### config.mk
export PLATFORM = sky130hd
export DESIGN_NAME = alu_arbiter
export DESIGN_NICKNAME = d
export VERILOG_FILES = /design/src/rtl/alu_arbiter.sv
export SDC_FILE = /design/constraint.sdc
export NUM_CORES = 1
export LEC_CHECK = 0
export CAP_MARGIN = 10
export CORE_MARGIN = 1.5
export CORE_UTILIZATION = 42
export DETAILED_ROUTE_END_ITERATION = 12
export PLACE_DENSITY = 0.79
export SLEW_MARGIN = 20
export SYNTH_ARGS = -nofsm -noshare
export SYNTH_HDL_FRONTEND = slang
export SYNTH_SLANG_ARGS = --single-unit
### constraint.sdc
create_clock -name clk -period 2.57 [get_ports clk]
set_input_delay 0.514 -clock clk [delete_from_list [all_inputs] [get_ports clk]]
set_output_delay 0.514 -clock clk [all_outputs]
set_load 0.1 [all_outputs]
### src/rtl/alu_arbiter.sv
// Round-robin arbiter/sequencer sharing one 4-bit ALU between N requesters.
// One operation in flight: accept -> enable pulse -> sample -> respond.
module alu_arbiter #(
  parameter int N     = 4,
  parameter int CNT_W = 16
) (
  input  logic              clk,
  input  logic              rst_n,
  input  logic [N-1:0]      req_valid,
  input  logic [4*N-1:0]    req_a,
  input  logic [4*N-1:0]    req_b,
  input  logic [2*N-1:0]    req_op,
  output logic [N-1:0]      req_ready,
  output logic [N-1:0]      resp_valid,
  output logic [7:0]        resp_data,
  output logic              resp_err,
  output logic              busy,
  output logic [CNT_W-1:0]  op_count,
  output logic [3:0]        alu_a,
  output logic [3:0]        alu_b,
  output logic [1:0]        alu_opcode,
  output logic              alu_en,
  input  logic [7:0]        alu_out,
  input  logic              alu_done
);

  localparam int GW = (N > 1) ? $clog2(N) : 1;

  typedef enum logic [1:0] {IDLE, ISSUE, SAMPLE, RESP} state_e;

  state_e            state_q, state_d;
  logic [GW-1:0]     last_q, last_d;
  logic [GW-1:0]     gnt_q, gnt_d;
  logic [3:0]        alu_a_q, alu_a_d;
  logic [3:0]        alu_b_q, alu_b_d;
  logic [1:0]        alu_op_q, alu_op_d;
  logic              alu_en_q, alu_en_d;
  logic [N-1:0]      resp_valid_q, resp_valid_d;
  logic [7:0]        resp_data_q, resp_data_d;
  logic              resp_err_q, resp_err_d;
  logic [CNT_W-1:0]  op_count_q, op_count_d;

  logic              pick_vld;
  logic [GW-1:0]     pick;

  // Search starts one past the last grant and wraps; first hit wins.
  always_comb begin
    pick_vld = 1'b0;
    pick     = last_q;
    for (int k = 1; k <= N; k++) begin
      if (!pick_vld && req_valid[(int'(last_q) + k) % N]) begin
        pick_vld = 1'b1;
        pick     = GW'((int'(last_q) + k) % N);
      end
    end
  end

  // Accept strobe is combinational so the requester sees it in the grant cycle.
  assign req_ready = (rst_n && state_q == IDLE && pick_vld) ? (N'(1) << pick) : '0;

  always_comb begin
    state_d      = state_q;
    last_d       = last_q;
    gnt_d        = gnt_q;
    alu_a_d      = alu_a_q;
    alu_b_d      = alu_b_q;
    alu_op_d     = alu_op_q;
    alu_en_d     = 1'b0;
    resp_valid_d = '0;
    resp_data_d  = resp_data_q;
    resp_err_d   = resp_err_q;
    op_count_d   = op_count_q;
    case (state_q)
      IDLE: begin
        if (pick_vld) begin
          gnt_d    = pick;
          alu_a_d  = req_a[4*int'(pick) +: 4];
          alu_b_d  = req_b[4*int'(pick) +: 4];
          alu_op_d = req_op[2*int'(pick) +: 2];
          alu_en_d = 1'b1;
          state_d  = ISSUE;
        end
      end
      ISSUE: state_d = SAMPLE;
      SAMPLE: begin
        resp_data_d  = alu_out;
        resp_err_d   = ~alu_done;
        resp_valid_d = N'(1) << gnt_q;
        op_count_d   = op_count_q + CNT_W'(1);
        state_d      = RESP;
      end
      RESP: begin
        last_d  = gnt_q;
        state_d = IDLE;
      end
      default: state_d = IDLE;
    endcase
  end

  always_ff @(posedge clk or negedge rst_n) begin
    if (!rst_n) begin
      state_q      <= IDLE;
      last_q       <= GW'(N - 1);
      gnt_q        <= '0;
      alu_a_q      <= '0;
      alu_b_q      <= '0;
      alu_op_q     <= '0;
      alu_en_q     <= 1'b0;
      resp_valid_q <= '0;
      resp_data_q  <= '0;
      resp_err_q   <= 1'b0;
      op_count_q   <= '0;
    end else begin
      state_q      <= state_d;
      last_q       <= last_d;
      gnt_q        <= gnt_d;
      alu_a_q      <= alu_a_d;
      alu_b_q      <= alu_b_d;
      alu_op_q     <= alu_op_d;
      alu_en_q     <= alu_en_d;
      resp_valid_q <= resp_valid_d;
      resp_data_q  <= resp_data_d;
      resp_err_q   <= resp_err_d;
      op_count_q   <= op_count_d;
    end
  end

  assign busy       = (state_q != IDLE);
  assign resp_valid = resp_valid_q;
  assign resp_data  = resp_data_q;
  assign resp_err   = resp_err_q;
  assign op_count   = op_count_q;
  assign alu_a      = alu_a_q;
  assign alu_b      = alu_b_q;
  assign alu_opcode = alu_op_q;
  assign alu_en     = alu_en_q;

endmodule
==> impl_metrics.tcl, run 1 <==
set metrics [dict create \
    outcome "completed" \
    drc_errors 0 \
    relSlewSlack_pct 60.83 \
    start_kind "input pin" \
    critPathMaxFanout 4 \
    die_y_um 77.66 \
    layout_setup_ws_ns 0.09262 \
    drive_above_1_share_pct 30.43 \
    synthArstFlopShare_pct 100.0 \
    numCtsBuffers 5 \
    critical_path_class "input pin to primary output" \
    cts_tree "done" \
    synth_seq_area_share_pct 49.28 \
    synthCells 212 \
    antenna_found_initial 0 \
    max_freq_mhz 403.7 \
    initial_core_util_pct 44.70 \
    fin_worst_skew_ns 0.004755 \
    crit_arrival_ns 1.96 \
    hold_violations 0 \
    grt_start_max_net_pins 47 \
    grt_pass1_wl_mm 9.887 \
    routed_wl_mm 6.306 \
    dieArea_mm2 0.006030 \
    min_path_type "input pin to asynchronous set/reset pin" \
    place_area_mm2 0.003432 \
    wire_per_inst_um 16.09 \
    grt_use_total_pct 21.09 \
    rsz0062_at_grt "no" \
    clkSinkCount 46 \
    utilization_pct 67.96 \
    dpl_worst_slack_ns -0.09208 \
    vias 2059 \
    clockBufferDepth 2 \
    critical_path.startpoint "req_valid[3]" \
    worst_pin_slew_ns 0.5875 \
    syn_avg_cell_area_um2 11.04 \
    setup_viol 0 \
    first_global_vias 2025 \
    num_io_pins 100 \
    syn_nets 272 \
    clk_latency_ns 0.30 \
    gr-total-overflow 0 \
    area_delta_synth_final_pct 52.06 \
    yosysWarningCount 0 \
    endpoint_kind "primary output" \
    die_w_um 77.66 \
    min_period_ns 2.477 \
    port_buffers 99 \
    required_ns 2.06 \
    clkTransAtPathRegs_ns 0.09 \
    r2r_end "alu_b[1]" \
    place_congestion 0.7759 \
    min_period_over_period_pct 96.40 \
    hpwl_mm 4.683 \
    core_mm2 0.005238 \
    synth_edf_count 0 \
    first_pass_iters 4 \
    r2r_setup_slack_ns 0.50 \
    root_buffer "clkbuf_8" \
    num_rows 26 \
    avgViaCountPerCell 5.253 \
    synth.distinct_cells 34 \
    setup_tns_ns 0 \
    fin_area_mm2 0.003560 \
    synth_top_flop_cell "dfrtp_1" \
    reg2reg_depth 6 \
    final_nets 381 \
    antenna_cells 0 \
    ys_ff_latch 46 \
    drtIter0Drc 100 \
    r2r-start "last_q[0]" \
    syn_area_mm2 0.002341 \
    htreeDepth 2 \
    slew_violations 0 \
    ant_nets 0 \
    cap_violations 0 \
]
-- per-layer routing --
metal,global-route usage [%],vias to the layer above,wire [µm]
li1,-,992,-
met5,0,-,0
met4,8.364,0,150
met3,3.765,14,271
met2,34.61,65,3146
met1,27.51,988,2737
-- layout by cell type, fill, tap and decap left out, types with 6 or more instances in the layout --
cell,Yosys,routed
nand2_1,21,20
a211o_1,10,10
clkdlybuf4s50_1,0,49
o21ai_0,6,6
dfrtp_1,44,44
mux2_2,11,11
mux2i_1,11,11
xor2_1,6,6
nand4_1,12,12
buf_4,0,55
o31ai_1,10,10
xnor2_1,9,9
nand3_1,6,6
and3_1,7,7
nor2_1,6,6
-- critical path, cell delays in order --
cell and delay [ns]:
dlygate4sd2_1 0.29, nor2b_2 0.19, o21a_1 0.21, nor3_4 0.28
nor3b_4 0.27, buf_12 0.20
-- flip-flops by register name (all words and copies together), names as in the netlist --
register	flops
resp_valid	4
resp_data	8
state_q	2
last_q	2
alu_en	1
op_count	16
resp_err	1
alu_opcode	2
alu_a	4
alu_b	4
gnt_q	2
-- repair_timing --
item | 4_1_cts | 5_1_grt
hold buffers | 0 | 0
pin swaps | 2 | 2
endpoints found under the setup margin | 4 | 4
setup buffers | 1 | 0
gates resized for setup | 8 | 6
-- kinds of logic (layout without fill, tap and decap cells) --
logic type | count (synthesis) | after routing | synth area share, %
AO/OA/AOI/OAI | 42 | 42 | 14.22
XOR/XNOR | 15 | 15 | 5.612
adder cells (fa/ha/maj) | 5 | 5 | 2.672
buffers and inverters | 16 | 126 | 3.046
flip-flops | 46 | 46 | 49.28
multiplexers | 22 | 22 | 9.995
AND/OR/NAND/NOR | 66 | 66 | 15.18
-- cell usage after synthesis (7+ instances only) --
cell / n / area [µm²]
dfrtp_1: 44 / 1101
nand2_1: 21 / 78.83
nand4_1: 12 / 75.07
mux2_2: 11 / 123.9
mux2i_1: 11 / 110.1
a211o_1: 10 / 87.58
o31ai_1: 10 / 75.07
xnor2_1: 9 / 78.83
and3_1: 7 / 43.79
-- area by class of cell --
class / count / area, µm²
timing repair buffer: 113 / 1027
fill: 406 / 1678
clock buffer: 6 / 72.57
inverter: 5 / 18.77
clock inverter: 2 / 13.76
tap: 70 / 87.58
sequential: 46 / 1154
multi-input combinational: 150 / 1186
-- worst max-delay path by stage --
stage	end	slack (ns)	cells past startpoint
final	req_ready[2]	0.09	6
after global routing	req_ready[2]	0.007	6
after CTS	req_ready[2]	0.03	6
after detailed placement	req_ready[3]	-0.09	7
after global placement	req_ready[0]	-0.06	6
after floorplan	req_ready[2]	-0.20	5
-- through the flow --
step	hold slack, ns	cells
2_1_floorplan	0.2184	212
3_3_place_gp	0.4661	383
3_5_place_dp	0.4728	383
4_1_cts	0.3725	392
5_1_grt	0.4131	392
6_report	0.3440	392
Power of run 1 is not shown: default switching activity piles up to over one toggle a cycle in this logic, so the estimate is an artifact.
==> run 2, diff against run 1 <==
--- a/config.mk
+++ b/config.mk
@@ -6,10 +6,12 @@
 export NUM_CORES = 1
 export LEC_CHECK = 0
 export CAP_MARGIN = 10
+export CELL_PAD_IN_SITES_DETAIL_PLACEMENT = 0
+export CELL_PAD_IN_SITES_GLOBAL_PLACEMENT = 1
 export CORE_MARGIN = 1.5
-export CORE_UTILIZATION = 42
+export CORE_UTILIZATION = 32
 export DETAILED_ROUTE_END_ITERATION = 12
-export PLACE_DENSITY = 0.79
+export PLACE_DENSITY_LB_ADDON = 0.1
 export SLEW_MARGIN = 20
 export SYNTH_ARGS = -nofsm -noshare
 export SYNTH_HDL_FRONTEND = slang
==> impl_metrics.tcl, run 2 (same netlist as run 1, synthesis figures left out) <==
set metrics [dict create \
    largest_register_ffs 16 \
    first_global_vias 1897 \
    relSlewSlack_pct 72.04 \
    clkTransAtPathRegs_ns 0.09 \
    clkSinkCount 46 \
    grt_start_max_net_pins 34 \
    numCtsBuffers 5 \
    r2r_setup_slack_ns 0.63 \
    port_buffers 99 \
    crit_path_cell_trace "nand2b_1 > a21oi_1 > buf_4 > nor3_4 > nor3b_4 > buf_12" \
    cap_violations 0 \
    hold_violations 0 \
    final_nets 386 \
    vias 2011 \
    nFillCells 641 \
    place_congestion 0.7625 \
    num_io_pins 100 \
    htreeDepth 2 \
    endpoint_kind "primary output" \
    clockBufferDepth 2 \
    clk_latency_ns 0.30 \
    rsz0062_at_grt "no" \
    drive_above_1_share_pct 30.89 \
    root_buffer "clkbuf_8" \
    grt_use_total_pct 15.70 \
    layout.cells.non_filler 423 \
    critPathMaxStageDelay_ns 0.60 \
    min_path_type "input pin to asynchronous set/reset pin" \
    first_pass_iters 5 \
    crit_arrival_ns 1.93 \
    required_ns 2.06 \
    drtIter0Drc 45 \
    area_delta_synth_final_pct 55.42 \
    dieArea_mm2 0.007838 \
    mostFrequentLayoutCells "buf_4 (60), clkdlybuf4s50_1 (49), dfrtp_1 (44)" \
    multi_input_area_mm2 0.001172 \
    critical-path-top-delay-family "simple AND/OR/NAND/NOR gates" \
    die_y_um 88.53 \
    avgViaCountPerCell 4.754 \
    fin_worst_skew_ns 0.008686 \
    antenna_found_initial 0 \
    slew_violations 0 \
    max_freq_mhz 408.5 \
    routed_wl_mm 5.948 \
    initial_core_util_pct 33.71 \
    gr-total-overflow 0 \
    layout_commonest_cell "buf_4" \
    critPathMaxFanout 5 \
    core_mm2 0.006944 \
    die_w_um 88.53 \
    cts_tree "done" \
    holdBufCountCts 0 \
    start_kind "register" \
    num_rows 30 \
    seq_area_mm2 0.001154 \
    grt_pass1_wl_mm 9.397 \
    worst-path-buf-inv 2 \
    outcome "completed" \
    cp_slowest_cell "dfstp_2" \
    antenna_cells 0 \
    ant_nets 0 \
    drc_errors 0 \
    min_period_over_period_pct 95.24 \
    hpwl_mm 4.632 \
    setup_viol 0 \
    wire_per_inst_um 14.06 \
    min_period_ns 2.448 \
    critical_path_class "register to primary output" \
    worst_pin_slew_ns 0.4193 \
    dp_cells 414 \
]
## run 2: worst paths after layout
path | start | to | cells past startpoint
worst min-delay path | rst_n | op_count[8] | 2
min in group clk | op_count[15] | op_count[15] | 1
max in group asynchronous | rst_n | last_q[0] | 2
worst max register to register | last_q[0] | alu_b[3] | 8
worst max-delay path | last_q[0] | req_ready[2] | 6
worst min register to register | op_count[15] | op_count[15] | 1
## run 2: final cells by class
type                    count  share of cell area [%]
clock buffers               5                   1.891
flip-flops and latches     46                   31.71
clock inverters             3                   1.204
well taps                  96                   3.301
repair buffers            118                   29.16
multi-input cells         150                   32.22
inverters                   5                  0.5158
## run 2: layer usage
metal	track usage, %	share of wire, %	wire length (µm)	vias to the layer above
met5	0	0	0	-
met4	5.540	1.5	89	0
met3	3.358	5.9	349	4
met2	24.15	44	2646	77
met1	21.87	48	2862	931
li1	-	-	-	999
## run 2: metrics by stage
stage	setup WS [ns]	setup TNS, ns	utilization (%)	cell area [µm²]	hold WS [ns]
2_1_floorplan	-0.2013	-0.2082	-	2386	0.2184
3_3_place_gp	-0.06640	-0.2600	50.43	3502	0.4631
3_5_place_dp	-0.08383	-0.3146	50.43	3502	0.4682
4_1_cts	0.05306	0	52.40	3638	0.1910
5_1_grt	0.008348	0	52.40	3638	0.2112
6_report	0.1223	0	52.40	3638	0.1901
## run 2: what timing repair did
action	CTS	global route
pin swaps	2	1
endpoints found under the setup margin	4	2
gates cloned	0	0
buffers inserted	1	0
resized for setup	11	0
Power of run 2 is left out for the same reason.
